<file path="src/rtl/data_mem_if.sv">
// rtl/data_mem_if.sv - data bus between the 8-bit core and the data memory
interface data_mem_if #(
  parameter int MEM_ADDR_WIDTH = 8,
  parameter int MEM_DATA_WIDTH = 8
);
  logic [MEM_ADDR_WIDTH-1:0] mem_addr;
  logic [MEM_DATA_WIDTH-1:0] mem_data_i;
  logic                      mem_WE;
  logic [MEM_DATA_WIDTH-1:0] mem_data_o;
  logic                      mem_ready;

  modport master (
    output mem_addr, mem_data_i, mem_WE,
    input  mem_data_o, mem_ready
  );

  modport slave (
    input  mem_addr, mem_data_i, mem_WE,
    output mem_data_o, mem_ready
  );
endinterface

</file>
<file path="src/rtl/data_mem.sv">
// rtl/data_mem.sv - data memory with clear-on-reset sweep and registered reads
// Optional I/O map of the two top addresses: define DATA_MEM_IO_EN.
module data_mem #(
  parameter int MEM_ADDR_WIDTH = 8,
  parameter int MEM_DATA_WIDTH = 8
) (
  input  logic                      clk,
  input  logic                      arst,
  data_mem_if.slave                 bus,
  input  logic [MEM_DATA_WIDTH-1:0] io_in,
  output logic [MEM_DATA_WIDTH-1:0] io_out
);
  localparam int DEPTH = 2 ** MEM_ADDR_WIDTH;
  localparam logic [MEM_ADDR_WIDTH-1:0] TOP = '1;

  typedef enum logic {ST_CLEAR, ST_IDLE} state_t;

  state_t                    state, state_nxt;
  logic [MEM_ADDR_WIDTH-1:0] clr_addr, clr_addr_nxt;
  logic                      ready_q, ready_nxt;
  logic [MEM_DATA_WIDTH-1:0] data_o_q, data_o_nxt;

  logic                      ram_we;
  logic [MEM_ADDR_WIDTH-1:0] ram_wa;
  logic [MEM_DATA_WIDTH-1:0] ram_wd;
  logic [MEM_DATA_WIDTH-1:0] ram_rd;
  logic [MEM_DATA_WIDTH-1:0] rd_data;
  logic                      io_hit_out, io_hit_in;

  logic [MEM_DATA_WIDTH-1:0] ram [0:DEPTH-1];

  assign ram_rd         = ram[bus.mem_addr];
  assign bus.mem_data_o = data_o_q;
  assign bus.mem_ready  = ready_q;

`ifdef DATA_MEM_IO_EN
  localparam logic [MEM_ADDR_WIDTH-1:0] IO_OUT_ADDR = TOP;
  localparam logic [MEM_ADDR_WIDTH-1:0] IO_IN_ADDR  = TOP - 1'b1;

  logic [MEM_DATA_WIDTH-1:0] io_sync1, io_sync2;
  logic                      io_out_we;

  assign io_hit_out = (bus.mem_addr == IO_OUT_ADDR);
  assign io_hit_in  = (bus.mem_addr == IO_IN_ADDR);
  assign io_out_we  = (state == ST_IDLE) && bus.mem_WE && io_hit_out;

  always_ff @(posedge clk) begin
    if (arst) begin
      io_sync1 <= '0;
      io_sync2 <= '0;
      io_out   <= '0;
    end else begin
      io_sync1 <= io_in;
      io_sync2 <= io_sync1;
      if (io_out_we) io_out <= bus.mem_data_i;
    end
  end

  // io_out read returns the pre-write value on a same-cycle write
  always_comb begin
    rd_data = ram_rd;
    if (io_hit_out)     rd_data = io_out;
    else if (io_hit_in) rd_data = io_sync2;
  end
`else
  logic unused_io_in;

  assign unused_io_in = ^io_in;
  assign io_hit_out   = 1'b0;
  assign io_hit_in    = 1'b0;
  assign io_out       = '0;
  assign rd_data      = ram_rd;
`endif

  always_ff @(posedge clk) begin
    if (arst) begin
      state    <= ST_CLEAR;
      clr_addr <= '0;
      ready_q  <= 1'b0;
      data_o_q <= '0;
    end else begin
      state    <= state_nxt;
      clr_addr <= clr_addr_nxt;
      ready_q  <= ready_nxt;
      data_o_q <= data_o_nxt;
    end
  end

  always_comb begin
    state_nxt    = state;
    clr_addr_nxt = clr_addr;
    ready_nxt    = ready_q;
    data_o_nxt   = '0;
    ram_we       = 1'b0;
    ram_wa       = bus.mem_addr;
    ram_wd       = bus.mem_data_i;
    case (state)
      ST_CLEAR: begin
        ram_we       = 1'b1;
        ram_wa       = clr_addr;
        ram_wd       = '0;
        clr_addr_nxt = clr_addr + 1'b1;
        if (clr_addr == TOP) begin
          state_nxt = ST_IDLE;
          ready_nxt = 1'b1;
        end
      end
      ST_IDLE: begin
        data_o_nxt = rd_data;
        ram_we     = bus.mem_WE && !io_hit_out && !io_hit_in;
      end
      default: state_nxt = ST_CLEAR;
    endcase
  end

  // Array has no reset; the sweep restores zeros after every reset
  always_ff @(posedge clk) begin
    if (ram_we && !arst) ram[ram_wa] <= ram_wd;
  end
endmodule
</file>
<file path="src/flat_wrapper.sv">
// flat-port wrapper written by rule: the top's interface ports become plain ports
module data_mem_flat 
#(
  parameter int MEM_ADDR_WIDTH = 8,
  parameter int MEM_DATA_WIDTH = 8
)
  (clk, arst, io_in, io_out, bus_mem_addr, bus_mem_data_i, bus_mem_WE, bus_mem_data_o, bus_mem_ready);
  data_mem_if #(.MEM_ADDR_WIDTH(MEM_ADDR_WIDTH), .MEM_DATA_WIDTH(MEM_DATA_WIDTH)) bus_i ();
  input  logic clk;
  input  logic arst;
  input  logic [MEM_DATA_WIDTH-1:0] io_in;
  output logic [MEM_DATA_WIDTH-1:0] io_out;
  input wire logic [$bits(bus_i.mem_addr)-1:0] bus_mem_addr;
  input wire logic [$bits(bus_i.mem_data_i)-1:0] bus_mem_data_i;
  input wire logic [$bits(bus_i.mem_WE)-1:0] bus_mem_WE;
  output wire logic [$bits(bus_i.mem_data_o)-1:0] bus_mem_data_o;
  output wire logic [$bits(bus_i.mem_ready)-1:0] bus_mem_ready;
  assign bus_i.mem_addr = bus_mem_addr;
  assign bus_i.mem_data_i = bus_mem_data_i;
  assign bus_i.mem_WE = bus_mem_WE;
  assign bus_mem_data_o = bus_i.mem_data_o;
  assign bus_mem_ready = bus_i.mem_ready;
  data_mem #(.MEM_ADDR_WIDTH(MEM_ADDR_WIDTH), .MEM_DATA_WIDTH(MEM_DATA_WIDTH)) u_core (.clk(clk), .arst(arst), .bus(bus_i), .io_in(io_in), .io_out(io_out));
endmodule
</file>
<file path="config.mk">
export PLATFORM = sky130hd
export DESIGN_NAME = data_mem_flat
export DESIGN_NICKNAME = d
export VERILOG_FILES = /design/src/rtl/data_mem_if.sv /design/src/rtl/data_mem.sv /design/src/flat_wrapper.sv
export SDC_FILE = /design/constraint.sdc
export NUM_CORES = 2
export LEC_CHECK = 0
export BUFFER_PORTS_ARGS = -buffer_cell sky130_fd_sc_hd__buf_4
export CAP_MARGIN = 20
export CORE_MARGIN = 8
export CORE_UTILIZATION = 41
export DETAILED_ROUTE_END_ITERATION = 8
export PLACE_DENSITY_LB_ADDON = 0.2
export SLEW_MARGIN = 20
export SYNTH_ARGS = -nofsm -noshare
export SYNTH_HDL_FRONTEND = slang
export SYNTH_SLANG_ARGS = --single-unit
export TNS_END_PERCENT = 20
</file>
<file path="constraint.sdc">
create_clock -name clk -period 12.53 [get_ports clk]
set_input_delay 0 -clock clk [delete_from_list [all_inputs] [get_ports clk]]
set_output_delay 0 -clock clk [all_outputs]
set_load 0.05 [all_outputs]
</file>
After elaboration in Yosys (flattened, before gate mapping)

Memories as Yosys holds them, arrays and structs flattened. A register that Yosys moved wholly into a read port is not among the register bits.
Cells that the tools add are included.

Muxes and demuxes: 7
Add/sub/neg operators: 1
Bitwise gates (word level): 1
Reduce and logical (&&, ||, !) cells: 4
Equality and inequality tests: 1

Operators by type and width:

| kind                | count |
|---|---|
| $mux 8              | 2 |
| $add 8x1->8 const B | 1 |
| $eq 8x8->1 const B  | 1 |
| $mux 1              | 4 |
| $pmux 1 s2          | 1 |
| $reduce_and 2->1    | 1 |
| $reduce_or 2->1     | 1 |
| $logic_and 1x1->1   | 1 |
| $logic_not 1->1     | 1 |
| $not 1->1           | 1 |

Output and inout bits: 17
Memories: 1
Bits in registers: 10
Memory bits (writable): 2048
Logic and storage cells: 18
Input bits: 27

Memory list:

| memory     | depth | width | read ports | clocked after Yosys merged registers in | write ports | RTL line       | RTL |
|---|---|---|---|---|---|---|---|
| u_core.ram | 256   | 8     | 1          | 1                                       | 1           | data_mem.sv:30 | `logic [MEM_DATA_WIDTH-1:0] ram [0:DEPTH-1];` |

Logic depth before layout (Yosys ltp)

Word-level depth: 5
Gate-level depth with buffers: 12
Gate-level depth less buffers: 6

Least setup slack after synthesis

No wires, ideal clock.

Path kind: reg2reg
Start: register u_core.state
End: memory u_core.ram[0][0] (data pin)
Path buffers: 3
Path slack: 7.296 ns
Period minus slack after synthesis: 5.234 ns
Required time: 11.663 ns
Stages on the path, launching flop included: 5
Library setup time: 0.867 ns
Arrival: 4.367 ns
Cell sequence: dfxtp_1 -> buf_2 -> buf_1 -> clkbuf_1 -> and2_1

Cells in the longest elaborated chain, start to end: 1

Ends and longest elaborated chain:

| element                  | RTL line       | RTL |
|---|---|---|
| start: declaration       | data_mem.sv:18 | `state_t state, state_nxt;` |
| start signal: assignment | data_mem.sv:82 | `state <= state_nxt;` |
| $mux 8                   | data_mem.sv:97 | `case (state)` |
| net u_core.ram_wd[0]     | data_mem.sv:25 | `logic [MEM_DATA_WIDTH-1:0] ram_wd;` |
| end: declaration         | data_mem.sv:30 |  |

The timed path passes the listed nets, and every way through them passes these cells.

Final worst setup path

Start: register u_core.state
End: memory u_core.ram[109][5] (data pin)

Same word-level chain as after synthesis.

==> impl_metrics.tcl <==
set metrics [dict create \
    status "completed" \
    port_buffers 27 \
    cts_setup_buffers 0 \
    netlist_area_mm2 0.0816 \
    routedWlPerCell_um 31.9 \
    remaining_drc_errors 0 \
    gp_congestion 0.853 \
    critPathRequiredTime_ns 12.99 \
    rsz0062_at_grt "false" \
    syn_avg_cell_area_um2 19.7 \
    crit_type "reg2reg" \
    synthTopCellsByArea "edfxtp_1 75%, mux4_2 8.8%, mux2i_1 3.5%, mux4_1 1.5%, nor2_1 1.5%" \
    core-area_mm2 0.199 \
    synth.distinct_cells 76 \
    synth_ff_type "edfxtp_1" \
    cts_inserted_buffers 209 \
    yosysWarnings 0 \
    leakage_nw 30.0 \
    clkSinkCount 2066 \
    synth_seq_cells 2066 \
    fp.dieArea_mm2 0.214 \
    cts_root_buffer "clkbuf_16" \
    dp_slack_ns 7.59 \
    cts_tree "done" \
    antenna_found_initial 9 \
    yosys.area.top_type_share_pct 75.3 \
    pin_count 44 \
    ir_drop_mv 0.111 \
    grt_pass1_wl_um 315000 \
    initial_core_util_pct 41.1 \
    dp_hpwl_um 135000 \
    antenna_left 0 \
    design_area_mm2 0.0907 \
    area_growth_pct 11.1 \
    clk_path_buf_depth 3 \
    grtUsageTotal_pct 20.6 \
    drive_gt1_share_pct 17.7 \
    r2r-start "u_core.state$_SDFF_PP0_" \
    insertion_delay_ns 0.85 \
    dpl_cell_area_mm2 0.0840 \
    maxCapViolCount 0 \
    async_reset_ff_share_pct 0 \
    period_minus_slack_ns 4.51 \
    first_pass_iters 5 \
    setup_viol 0 \
    dr_total_vias 41300 \
    finClkSkew_ns 0.0358 \
    crit_start "u_core.state$_SDFF_PP0_" \
    synth_edf_count 2048 \
    row_count 164 \
    clkSlewWorstSetupHoldPaths_ns 0.06 \
    cp-end-kind "flop" \
    grt_max_degree 225 \
    hold_violations 0 \
    cts-resized-gates 0 \
    synthCells 4136 \
    die_w_um 462 \
    startpoint_type "flop" \
    setup_ws_ns 8.02 \
    fmax_mhz 221 \
    viasPerCell 5.87 \
    grt.overflow.total 0 \
    yosys.area.top_type "edfxtp_1" \
    hold_ws_ns 0.0607 \
    yosysSeqAreaShare_pct 75.8 \
    htreeDepth 4 \
    synth_common_cells "2048 x edfxtp_1, 329 x nor2_1, 318 x mux4_2, 284 x mux2i_1, 121 x nand2_1" \
    slew_headroom_pct 14.4 \
    wirelength_um 224000 \
    dr.first_iter.drc_count 4346 \
    power_mw 14.0 \
    cp_max_fo 89 \
    grt_pass1_vias 40900 \
    min_from "arst" \
    fill_cells 16800 \
    worstPathArrival_ns 4.98 \
    power_density_mw_per_mm2 155 \
    worstMarginPinSlew_ns 1.28 \
    die_y_um 462 \
    final.setup.tns_ns 0 \
    min_period_over_period_pct 36.0 \
    hp-class "in2reg" \
    synth_most_common_cell "edfxtp_1" \
    layout.nets 4225 \
    report.final.slew_viol_count 0 \
]
-- cell type report --
class	instances	area (um^2)	area share [%]
diodes	3	7.51	0.00827
clock buffers	270	5590	6.16
clock inverters	114	943	1.04
inverters	10	41.3	0.0455
multi-input cells	1796	17900	19.7
flip-flops and latches	2066	61900	68.2
well taps	2656	3320	3.66
repair buffers	114	1090	1.20
-- critical path, cell delays in order (launching register included) --
cell and delay (ns):
dfxtp_1 0.88, buf_4 0.38, and2_4 0.78, buf_4 0.86, buf_4 0.85
-- cell families (layout without fill, tap and decap cells) --
group                    Yosys count  count (layout)  share of synthesized area [%]
flip-flops                      2066            2066                           75.8
AND/OR/NAND/NOR                  710             710                           3.95
multiplexers                     668             668                           14.0
AO/OA/AOI/OAI                    402             402                           3.61
buffers and inverters            281             508                           2.56
XOR/XNOR                           7               7                         0.0751
adder cells (fa/ha/maj)            1               1                         0.0153
other                              1              11                        0.00459
-- registers in the layout, indices dropped and copies added (netlist names) --
register / cells
u_core.clr_addr: 8
u_core.ram: 2048
u_core.state: 1
u_core.bus.mem_data_o: 8
u_core.bus.mem_ready: 1
-- path summary, 6_finish.rpt --
kind / endpoint / slack [ns] / cells past startpoint
setup / recovery: u_core.ram[109][5]$_DFFE_PP_ / 8.02 / 4
hold / removal: u_core.clr_addr[3]$_SDFFE_PP0N_ / 0.06 / 3
setup reg to reg: u_core.ram[109][5]$_DFFE_PP_ / 8.02 / 4
hold reg to reg: u_core.state$_SDFF_PP0_ / 0.56 / 2
-- layout by cell type (no fill, tap or decap), types with 39 or more instances in the layout --
| cell | count |
|---|---|
| edfxtp_1 | 2048 |
| nor2_1 | 326 |
| mux4_2 | 318 |
| mux2i_1 | 284 |
| clkbuf_16 | 212 |
| nand2_1 | 120 |
| nor3_1 | 90 |
| buf_4 | 87 |
| o221ai_1 | 85 |
| o22ai_1 | 84 |
| clkbuf_1 | 51 |
| clkinv_1 | 48 |
| mux4_1 | 47 |
| a21oi_1 | 43 |
| nand3_1 | 39 |
-- what timing repair did --
action	4_1_cts	5_1_grt
endpoints found under the hold margin	249	41
hold buffers	9	1
setup endpoints to repair	0	0
-- routing by layer --
layer	GRT usage [%]	up-vias	part of all wire (%)
met3	3.57	367	6.8
met2	32.8	1617	48
met5	0	-	0.012
met1	28.9	22100	42
li1	-	17200	-
met4	6.72	4	3.5
-- metrics by stage --
stage,util [%],instances
6_report,45.6,7029
5_1_grt,45.6,7027
4_1_cts,45.6,7022
3_5_place_dp,42.3,6629
3_3_place_gp,42.3,6629
2_1_floorplan,-,4143
-- where the power goes --
part           switching [mW]  internal, mW  total, mW
Sequential            0.00251          7.48       7.49
Clock                    2.63          3.39       6.02
Combinational           0.346         0.186      0.532
Power figures use the tool's default switching activity.
